--- src/rtl/vga_pkg.sv ---
// Shared timing defaults, color type and channel expansion for the VGA scanout block.
package vga_pkg;
    localparam int DEF_H_VISIBLE = 640;
    localparam int DEF_H_FRONT   = 16;
    localparam int DEF_H_SYNC    = 96;
    localparam int DEF_H_BACK    = 48;
    localparam int DEF_V_VISIBLE = 480;
    localparam int DEF_V_FRONT   = 10;
    localparam int DEF_V_SYNC    = 2;
    localparam int DEF_V_BACK    = 33;
    localparam int DEF_PIPE_LAT  = 0;

    typedef logic [5:0] color6_t;

    localparam color6_t DEF_BG_COLOR = 6'h00;

    // Replicating the 2-bit code spans the full 8-bit DAC range evenly.
    function automatic logic [7:0] expand2(logic [1:0] k);
        return {4{k}};
    endfunction
endpackage

--- src/rtl/vga_delay_line.sv ---
// Enable-gated shift register with a configurable reset pattern; DEPTH=0 degenerates to a wire.
module vga_delay_line #(
    parameter int               WIDTH   = 1,
    parameter int               DEPTH   = 0,
    parameter logic [WIDTH-1:0] RST_VAL = '0
) (
    input  logic             clk_i,
    input  logic             rst_i,
    input  logic             en_i,
    input  logic [WIDTH-1:0] d_i,
    output logic [WIDTH-1:0] q_o
);
    if (DEPTH == 0) begin : g_wire
        logic unused_ctl;
        assign unused_ctl = ^{clk_i, rst_i, en_i};
        assign q_o = d_i;
    end else begin : g_shift
        logic [DEPTH-1:0][WIDTH-1:0] stage_q;

        always_ff @(posedge clk_i) begin
            if (rst_i) begin
                stage_q <= {DEPTH{RST_VAL}};
            end else if (en_i) begin
                stage_q[0] <= d_i;
                for (int i = 1; i < DEPTH; i++) begin
                    stage_q[i] <= stage_q[i-1];
                end
            end
        end

        assign q_o = stage_q[DEPTH-1];
    end
endmodule

--- src/rtl/vga_scanout.sv ---
// 640x480@60 raster generator: exports coordinates to the sprite mapper and drives the DAC
// with sync/blank delayed to match the mapper's pipeline latency.
module vga_scanout
    import vga_pkg::*;
#(
    parameter int      H_VISIBLE = DEF_H_VISIBLE,
    parameter int      H_FRONT   = DEF_H_FRONT,
    parameter int      H_SYNC    = DEF_H_SYNC,
    parameter int      H_BACK    = DEF_H_BACK,
    parameter int      V_VISIBLE = DEF_V_VISIBLE,
    parameter int      V_FRONT   = DEF_V_FRONT,
    parameter int      V_SYNC    = DEF_V_SYNC,
    parameter int      V_BACK    = DEF_V_BACK,
    parameter int      PIPE_LAT  = DEF_PIPE_LAT,
    parameter color6_t BG_COLOR  = DEF_BG_COLOR
) (
    input  logic        Clk,
    input  logic        Reset,
    input  logic [5:0]  color,
    input  logic        draw,
    output logic [10:0] vga_x,
    output logic [10:0] vga_y,
    output logic        frame_start,
    output logic        VGA_CLK,
    output logic        VGA_HS,
    output logic        VGA_VS,
    output logic        VGA_BLANK_N,
    output logic        VGA_SYNC_N,
    output logic [7:0]  VGA_R,
    output logic [7:0]  VGA_G,
    output logic [7:0]  VGA_B
);
    localparam logic [10:0] H_LAST   = 11'(H_VISIBLE + H_FRONT + H_SYNC + H_BACK - 1);
    localparam logic [10:0] V_LAST   = 11'(V_VISIBLE + V_FRONT + V_SYNC + V_BACK - 1);
    localparam logic [10:0] HS_FIRST = 11'(H_VISIBLE + H_FRONT);
    localparam logic [10:0] HS_LAST  = 11'(H_VISIBLE + H_FRONT + H_SYNC - 1);
    localparam logic [10:0] VS_FIRST = 11'(V_VISIBLE + V_FRONT);
    localparam logic [10:0] VS_LAST  = 11'(V_VISIBLE + V_FRONT + V_SYNC - 1);
    localparam logic [10:0] H_VIS    = 11'(H_VISIBLE);
    localparam logic [10:0] V_VIS    = 11'(V_VISIBLE);

    logic        pix_div_q;
    logic        pix_en;
    logic [10:0] h_q, h_d;
    logic [10:0] v_q, v_d;
    logic        hs_raw, vs_raw, vis_raw;
    logic [2:0]  dly;
    logic        hs_q, hs_d;
    logic        vs_q, vs_d;
    logic        blank_n_q, blank_n_d;
    logic [7:0]  r_q, r_d, g_q, g_d, b_q, b_d;
    color6_t     c;

    assign pix_en = pix_div_q;

    always_comb begin
        h_d = h_q;
        v_d = v_q;
        if (pix_en) begin
            if (h_q == H_LAST) begin
                h_d = '0;
                v_d = (v_q == V_LAST) ? '0 : v_q + 11'd1;
            end else begin
                h_d = h_q + 11'd1;
            end
        end
    end

    assign hs_raw  = !((h_q >= HS_FIRST) && (h_q <= HS_LAST));
    assign vs_raw  = !((v_q >= VS_FIRST) && (v_q <= VS_LAST));
    assign vis_raw = (h_q < H_VIS) && (v_q < V_VIS);

    // Sync/blank wait here for the mapper to catch up with the same coordinate.
    vga_delay_line #(
        .WIDTH   (3),
        .DEPTH   (PIPE_LAT),
        .RST_VAL (3'b110)
    ) u_dly (
        .clk_i (Clk),
        .rst_i (Reset),
        .en_i  (pix_en),
        .d_i   ({hs_raw, vs_raw, vis_raw}),
        .q_o   (dly)
    );

    always_comb begin
        c         = draw ? color : BG_COLOR;
        hs_d      = dly[2];
        vs_d      = dly[1];
        blank_n_d = dly[0];
        r_d       = '0;
        g_d       = '0;
        b_d       = '0;
        if (dly[0]) begin
            r_d = expand2(c[5:4]);
            g_d = expand2(c[3:2]);
            b_d = expand2(c[1:0]);
        end
    end

    always_ff @(posedge Clk) begin
        if (Reset) begin
            pix_div_q <= 1'b0;
            h_q       <= '0;
            v_q       <= '0;
            hs_q      <= 1'b1;
            vs_q      <= 1'b1;
            blank_n_q <= 1'b0;
            r_q       <= '0;
            g_q       <= '0;
            b_q       <= '0;
        end else begin
            pix_div_q <= ~pix_div_q;
            h_q       <= h_d;
            v_q       <= v_d;
            if (pix_en) begin
                hs_q      <= hs_d;
                vs_q      <= vs_d;
                blank_n_q <= blank_n_d;
                r_q       <= r_d;
                g_q       <= g_d;
                b_q       <= b_d;
            end
        end
    end

    assign vga_x       = h_q;
    assign vga_y       = v_q;
    assign frame_start = pix_en && (h_q == '0) && (v_q == '0);
    assign VGA_CLK     = pix_div_q;
    assign VGA_HS      = hs_q;
    assign VGA_VS      = vs_q;
    assign VGA_BLANK_N = blank_n_q;
    assign VGA_SYNC_N  = 1'b0;
    assign VGA_R       = r_q;
    assign VGA_G       = g_q;
    assign VGA_B       = b_q;
endmodule

--- config.mk ---
export PLATFORM = sky130hd
export DESIGN_NAME = vga_scanout
export DESIGN_NICKNAME = d
export VERILOG_FILES = /design/src/rtl/vga_pkg.sv /design/src/rtl/vga_delay_line.sv /design/src/rtl/vga_scanout.sv
export SDC_FILE = /design/constraint.sdc
export NUM_CORES = 1
export LEC_CHECK = 0
export ABC_AREA = 1
export BUFFER_PORTS_ARGS = -buffer_cell sky130_fd_sc_hd__buf_2
export CAP_MARGIN = 40
export CORE_ASPECT_RATIO = 1.1
export CORE_MARGIN = 5
export CORE_UTILIZATION = 55
export DETAILED_ROUTE_END_ITERATION = 6
export PLACE_DENSITY = 0.9
export SLEW_MARGIN = 10
export SYNTH_ARGS = -nofsm -noshare
export SYNTH_HDL_FRONTEND = slang
export SYNTH_SLANG_ARGS = --single-unit
--- constraint.sdc ---
create_clock -name Clk -period 3.7 [get_ports Clk]
set_clock_uncertainty 0.05 [all_clocks]
set_input_delay 0.74 -clock Clk [delete_from_list [all_inputs] [get_ports Clk]]
set_output_delay 0.74 -clock Clk [all_outputs]
set_load 0.02 [all_outputs]
# Word level (Yosys, flattened, before mapping)
# Index checks and enable logic that the tools add are counted.
[classes] bitwise_logic=1 magnitude_cmp=6 eq_ne=2 n_addsub=2 n_reduce_logical=10 mux=6
[ops] cell="2-to-1 mux 8 bit" count=3
[ops] cell="adder 11 x 1 -> 11 bit (second input constant)" count=2
[ops] cell="== test 11 x 10 -> 1 bit (second input constant)" count=2
[ops] cell="zero test 11 bit" count=2
[ops] cell="2-to-1 mux 11 bit" count=2
[ops] cell="greater-or-equal comparator 11 x 10 -> 1 bit (second input constant)" count=1
[ops] cell="greater-or-equal comparator 11 x 9 -> 1 bit (second input constant)" count=1
[ops] cell="<= comparator 11 x 10 -> 1 bit (second input constant)" count=1
[ops] cell="<= comparator 11 x 9 -> 1 bit (second input constant)" count=1
[ops] cell="less-than comparator 11 x 10 -> 1 bit (second input constant)" count=1
[ops] cell="less-than comparator 11 x 9 -> 1 bit (second input constant)" count=1
[ops] cell="2-to-1 mux 6 bit" count=1
[ops] cell="logical AND 1 bit" count=5
[ops] cell="zero test 1 bit" count=2
[ops] cell="AND reduction 2 bit" count=1
[ops] cell="inverter 1 bit" count=1
[totals] input_bits=9 out_inout_bits=52 word_cells=36 regBits=50

# Depth between registers and ports, before layout
[depth] word_depth=3 depth_mapped=9 ltp_nobuf=9

# Cells and area by module
# A second synthesis with hierarchy kept.
[hier_totals] cells_unflattened=296 hier_area_um2=1980.6
[by_module_without_submodules] module="vga_scanout" n_inst=1 area_per_inst_um2=1958.1 seq_area_each_um2=640.6 cells_per_inst=293
[by_module_without_submodules] module="vga_delay_line" n_inst=1 area_per_inst_um2=22.5 seq_area_each_um2=0.0 cells_per_inst=3

# Worst setup path before layout
# OpenSTA, ideal clock, no wires.
[synth_path] path_type="register -> output" from="reg pix_div_q (netlist: VGA_CLK)" to="out frame_start" required_time_ps=2910 path_stages_with_launch=6 setup_slack_ps=1373 arrival_time_ps=1537 path_buffers=1 cell_sequence="dfxtp_1 buf_6 inv_4 nor3_1 nand3_1 nor4_1"
[synth_between] elab_chain_cells=2
[synth_rtl] item="start, declared" line="vga_scanout.sv:42" rtl="logic pix_div_q;"
[synth_rtl] item="start signal, assigned" line="vga_scanout.sv:113" rtl="pix_div_q <= ~pix_div_q;"
[synth_rtl] item="logical AND 1 bit (2 in a row)" line="vga_scanout.sv:129" rtl="assign frame_start = pix_en && (h_q == '0) && (v_q == '0);"
[synth_rtl] item="end, declared" line="vga_scanout.sv:23" rtl="output logic frame_start,"
# No other way between the ends.

# Worst setup path in the final report
# Ends and elaborated chain as after synthesis.

==> metrics <==
status=completed; Setup TNS=0 ns; met1 Usage GRT=0.238; headroom to the max-slew limit=0.670; GRT met2 Usage=0.335; residual DRC count=0; commonest non-fill, non-tap cell in the layout=nand2_1; drt via density=5.22; Die Area=4780 um2; Routed Antenna Nets=0; grt total ovfl=0; Post CTS Setup Buffer Count=0; Avg WL per Cell=12.3 um; Clock Path Buffers=2; Starting Density=0.572; peak supply drop=0.211 mV; internal power=0.478 mW; core area=3360 um2; FF+latch area=641 um2; CTS Buf Count=5; Comb pwr share=0.101; initial DRC count=110; fill count=319; synthesized instance count=288; sw frac=0.253; FFs w/ async S/R, synth=0; Layout Cells excl Fill=379; leakage=1.05 nW; RSZ-0062 raised after global routing=no; Via Count=1,978; Pwr Total=0.640 mW; largest net degree at the start of global routing=12; Total GRT Usage=0.197; Hold-fix buffers, CTS=0; design area=2170 um2; Avg Inst Size Synth=6.67 um2; R2R Setup Slk=2.05 ns; Nets=345; Setup violations, final=0; gpl congestion=0.949; # rows=22; Startpoint Class=flop; highest clock rate=0.404 GHz; Netlist cell types=30; Worst Setup EP=frame_start; Inserted Diodes=0; Setup crit end kind=primary output; Area Overhead vs Synth=13.1%; Root Driver=clkbuf_4; CTS resizes=0; power share of the clock group=0.341; min-delay worst type=reg2reg; H-tree Lvls=2; post-synthesis cell area=1920 um2; Worst R2R End=vga_y[3]; dominant synthesized flop cell=dfxtp_1; pwr/cell area=295 nW/um2; Fin. Hold Viols=0; fin crit share=0.668; switching power total=0.162 mW; Setup Crit Path Kind=reg2out; fin crit period=2.47 ns; layout cells sized above 1=0.248; GR peak layer=met2; Top Ports=61; reg2reg start=vga_x[1]; sequential power share=0.558; CTS clk-pin slew, worst paths=0.09 ns; Worst-Margin Slew=0.491 ns; HPWL Detailed=3600 um; die height=72.0 um; Die X-Extent=66.4 um; Final Slew Violations=0; antenna violations before repair=0; Reg2Reg Depth=8; most frequent cells in the layout=68 x nand2_1, 59 x buf_2, 36 x inv_1, 36 x nor2_1, 32 x dfxtp_1; Syn. warnings=0; first-pass GRT wire length=7360 um; Post-synth EDFFs=0; DRT Wirelength=4660 um; crit path DAT=1.68 ns; # clock sinks=32; DP Cell Count=372; Post-Syn Nets=302; Critical Path Start=VGA_CLK; I/O Buffers=59; TritonCTS clock tree=built; met3 Use GR=0.0604; critical-path maximum fanout=9; post-synthesis sequential area ratio=0.333; area of the multi-input gates=967 um2; Synth Register Bits=32; final hold slack=0.416 ns; vias in the first global route=1,644; placed instance area=2110 um2; Max-Cap Viols=0; Detailed Routing Iterations Pass 1=5; critical path data required time=2.91 ns; clk_lat worst skew=0.33 ns
[critical path, stage by stage, from the launching register on]
cell and delay (ns):
dfxtp_1 0.56, inv_4 0.11, nor3_1 0.20, nand3_1 0.08
nor4_1 0.19, buf_2 0.21
[logic make-up (layout without fill, tap and decap cells)]
kind of cell,Yosys count,in the layout,share of synthesized area
flops,32,32,0.333
compound gates,29,29,0.0781
xor+xnor,1,1,0.00456
buf+inv,61,104,0.163
simple gates,159,159,0.386
fa+ha+maj,5,5,0.0326
other cells,1,1,0.00195
[worst min path at each step]
| stage | start | end | slack, ns | depth (start not counted) |
|---|---|---|---|---|
| final | VGA_BLANK_N | VGA_BLANK_N | 0.42 | 2 |
| after global routing | VGA_BLANK_N | VGA_BLANK_N | 0.46 | 2 |
| after CTS | VGA_BLANK_N | VGA_BLANK_N | 0.43 | 2 |
| after detailed placement | VGA_BLANK_N | VGA_BLANK_N | 0.41 | 2 |
| after global placement | VGA_BLANK_N | VGA_BLANK_N | 0.40 | 2 |
| after floorplan | VGA_BLANK_N | VGA_BLANK_N | 0.48 | 2 |
[sequential cells by signal (all words and copies together), names as in the netlist]
name	cells
VGA_HS	1
VGA_R	2
vga_y	11
VGA_G	2
VGA_CLK	1
vga_x	11
VGA_VS	1
VGA_B	2
VGA_BLANK_N	1
[final cells by class]
| cell class | count | share of cell area |
|---|---|---|
| timing repair buffer | 59 | 0.136 |
| sequential | 32 | 0.295 |
| inverter | 38 | 0.0668 |
| clock buffer | 7 | 0.0299 |
| multi-input combinational | 195 | 0.445 |
| tap | 48 | 0.0276 |
[metrics by stage]
stage,utilization,setup WS (ns)
5_1_grt,0.647,1.09
3_5_place_dp,0.628,1.59
6_report,0.647,1.23
2_1_floorplan,-,1.37
4_1_cts,0.647,1.22
3_3_place_gp,0.628,1.63
[cell usage after synthesis, types with 5 or more instances]
master	number	area [um2]
nor2_1	36	135
o21ai_0	14	70.1
nand2_1	68	255
buf_4	19	143
dfxtp_1	32	641
nand2_2	5	31.3
nand3_1	17	85.1
nor3_1	8	40.0
inv_1	36	135
nand4_1	10	62.6
ha_1	5	62.6
a21oi_1	11	55.1
[routing by layer]
metal / vias up / routed length (um)
li1: 982 / -
met1: 875 / 1950
met2: 107 / 2190
met3: 14 / 446
met4: 0 / 82
met5: - / 0
[power by group through the flow]
stage                     sequential, mW  combinational, mW  clock [mW]
after floorplan                    0.371             0.0469           0
after global placement             0.365             0.0640           0
after detailed placement           0.365             0.0648           0
after CTS                          0.357             0.0648       0.227
after global routing               0.359             0.0700       0.244
final                              0.357             0.0645       0.218
Note: power is estimated with default switching activity, not from simulation.
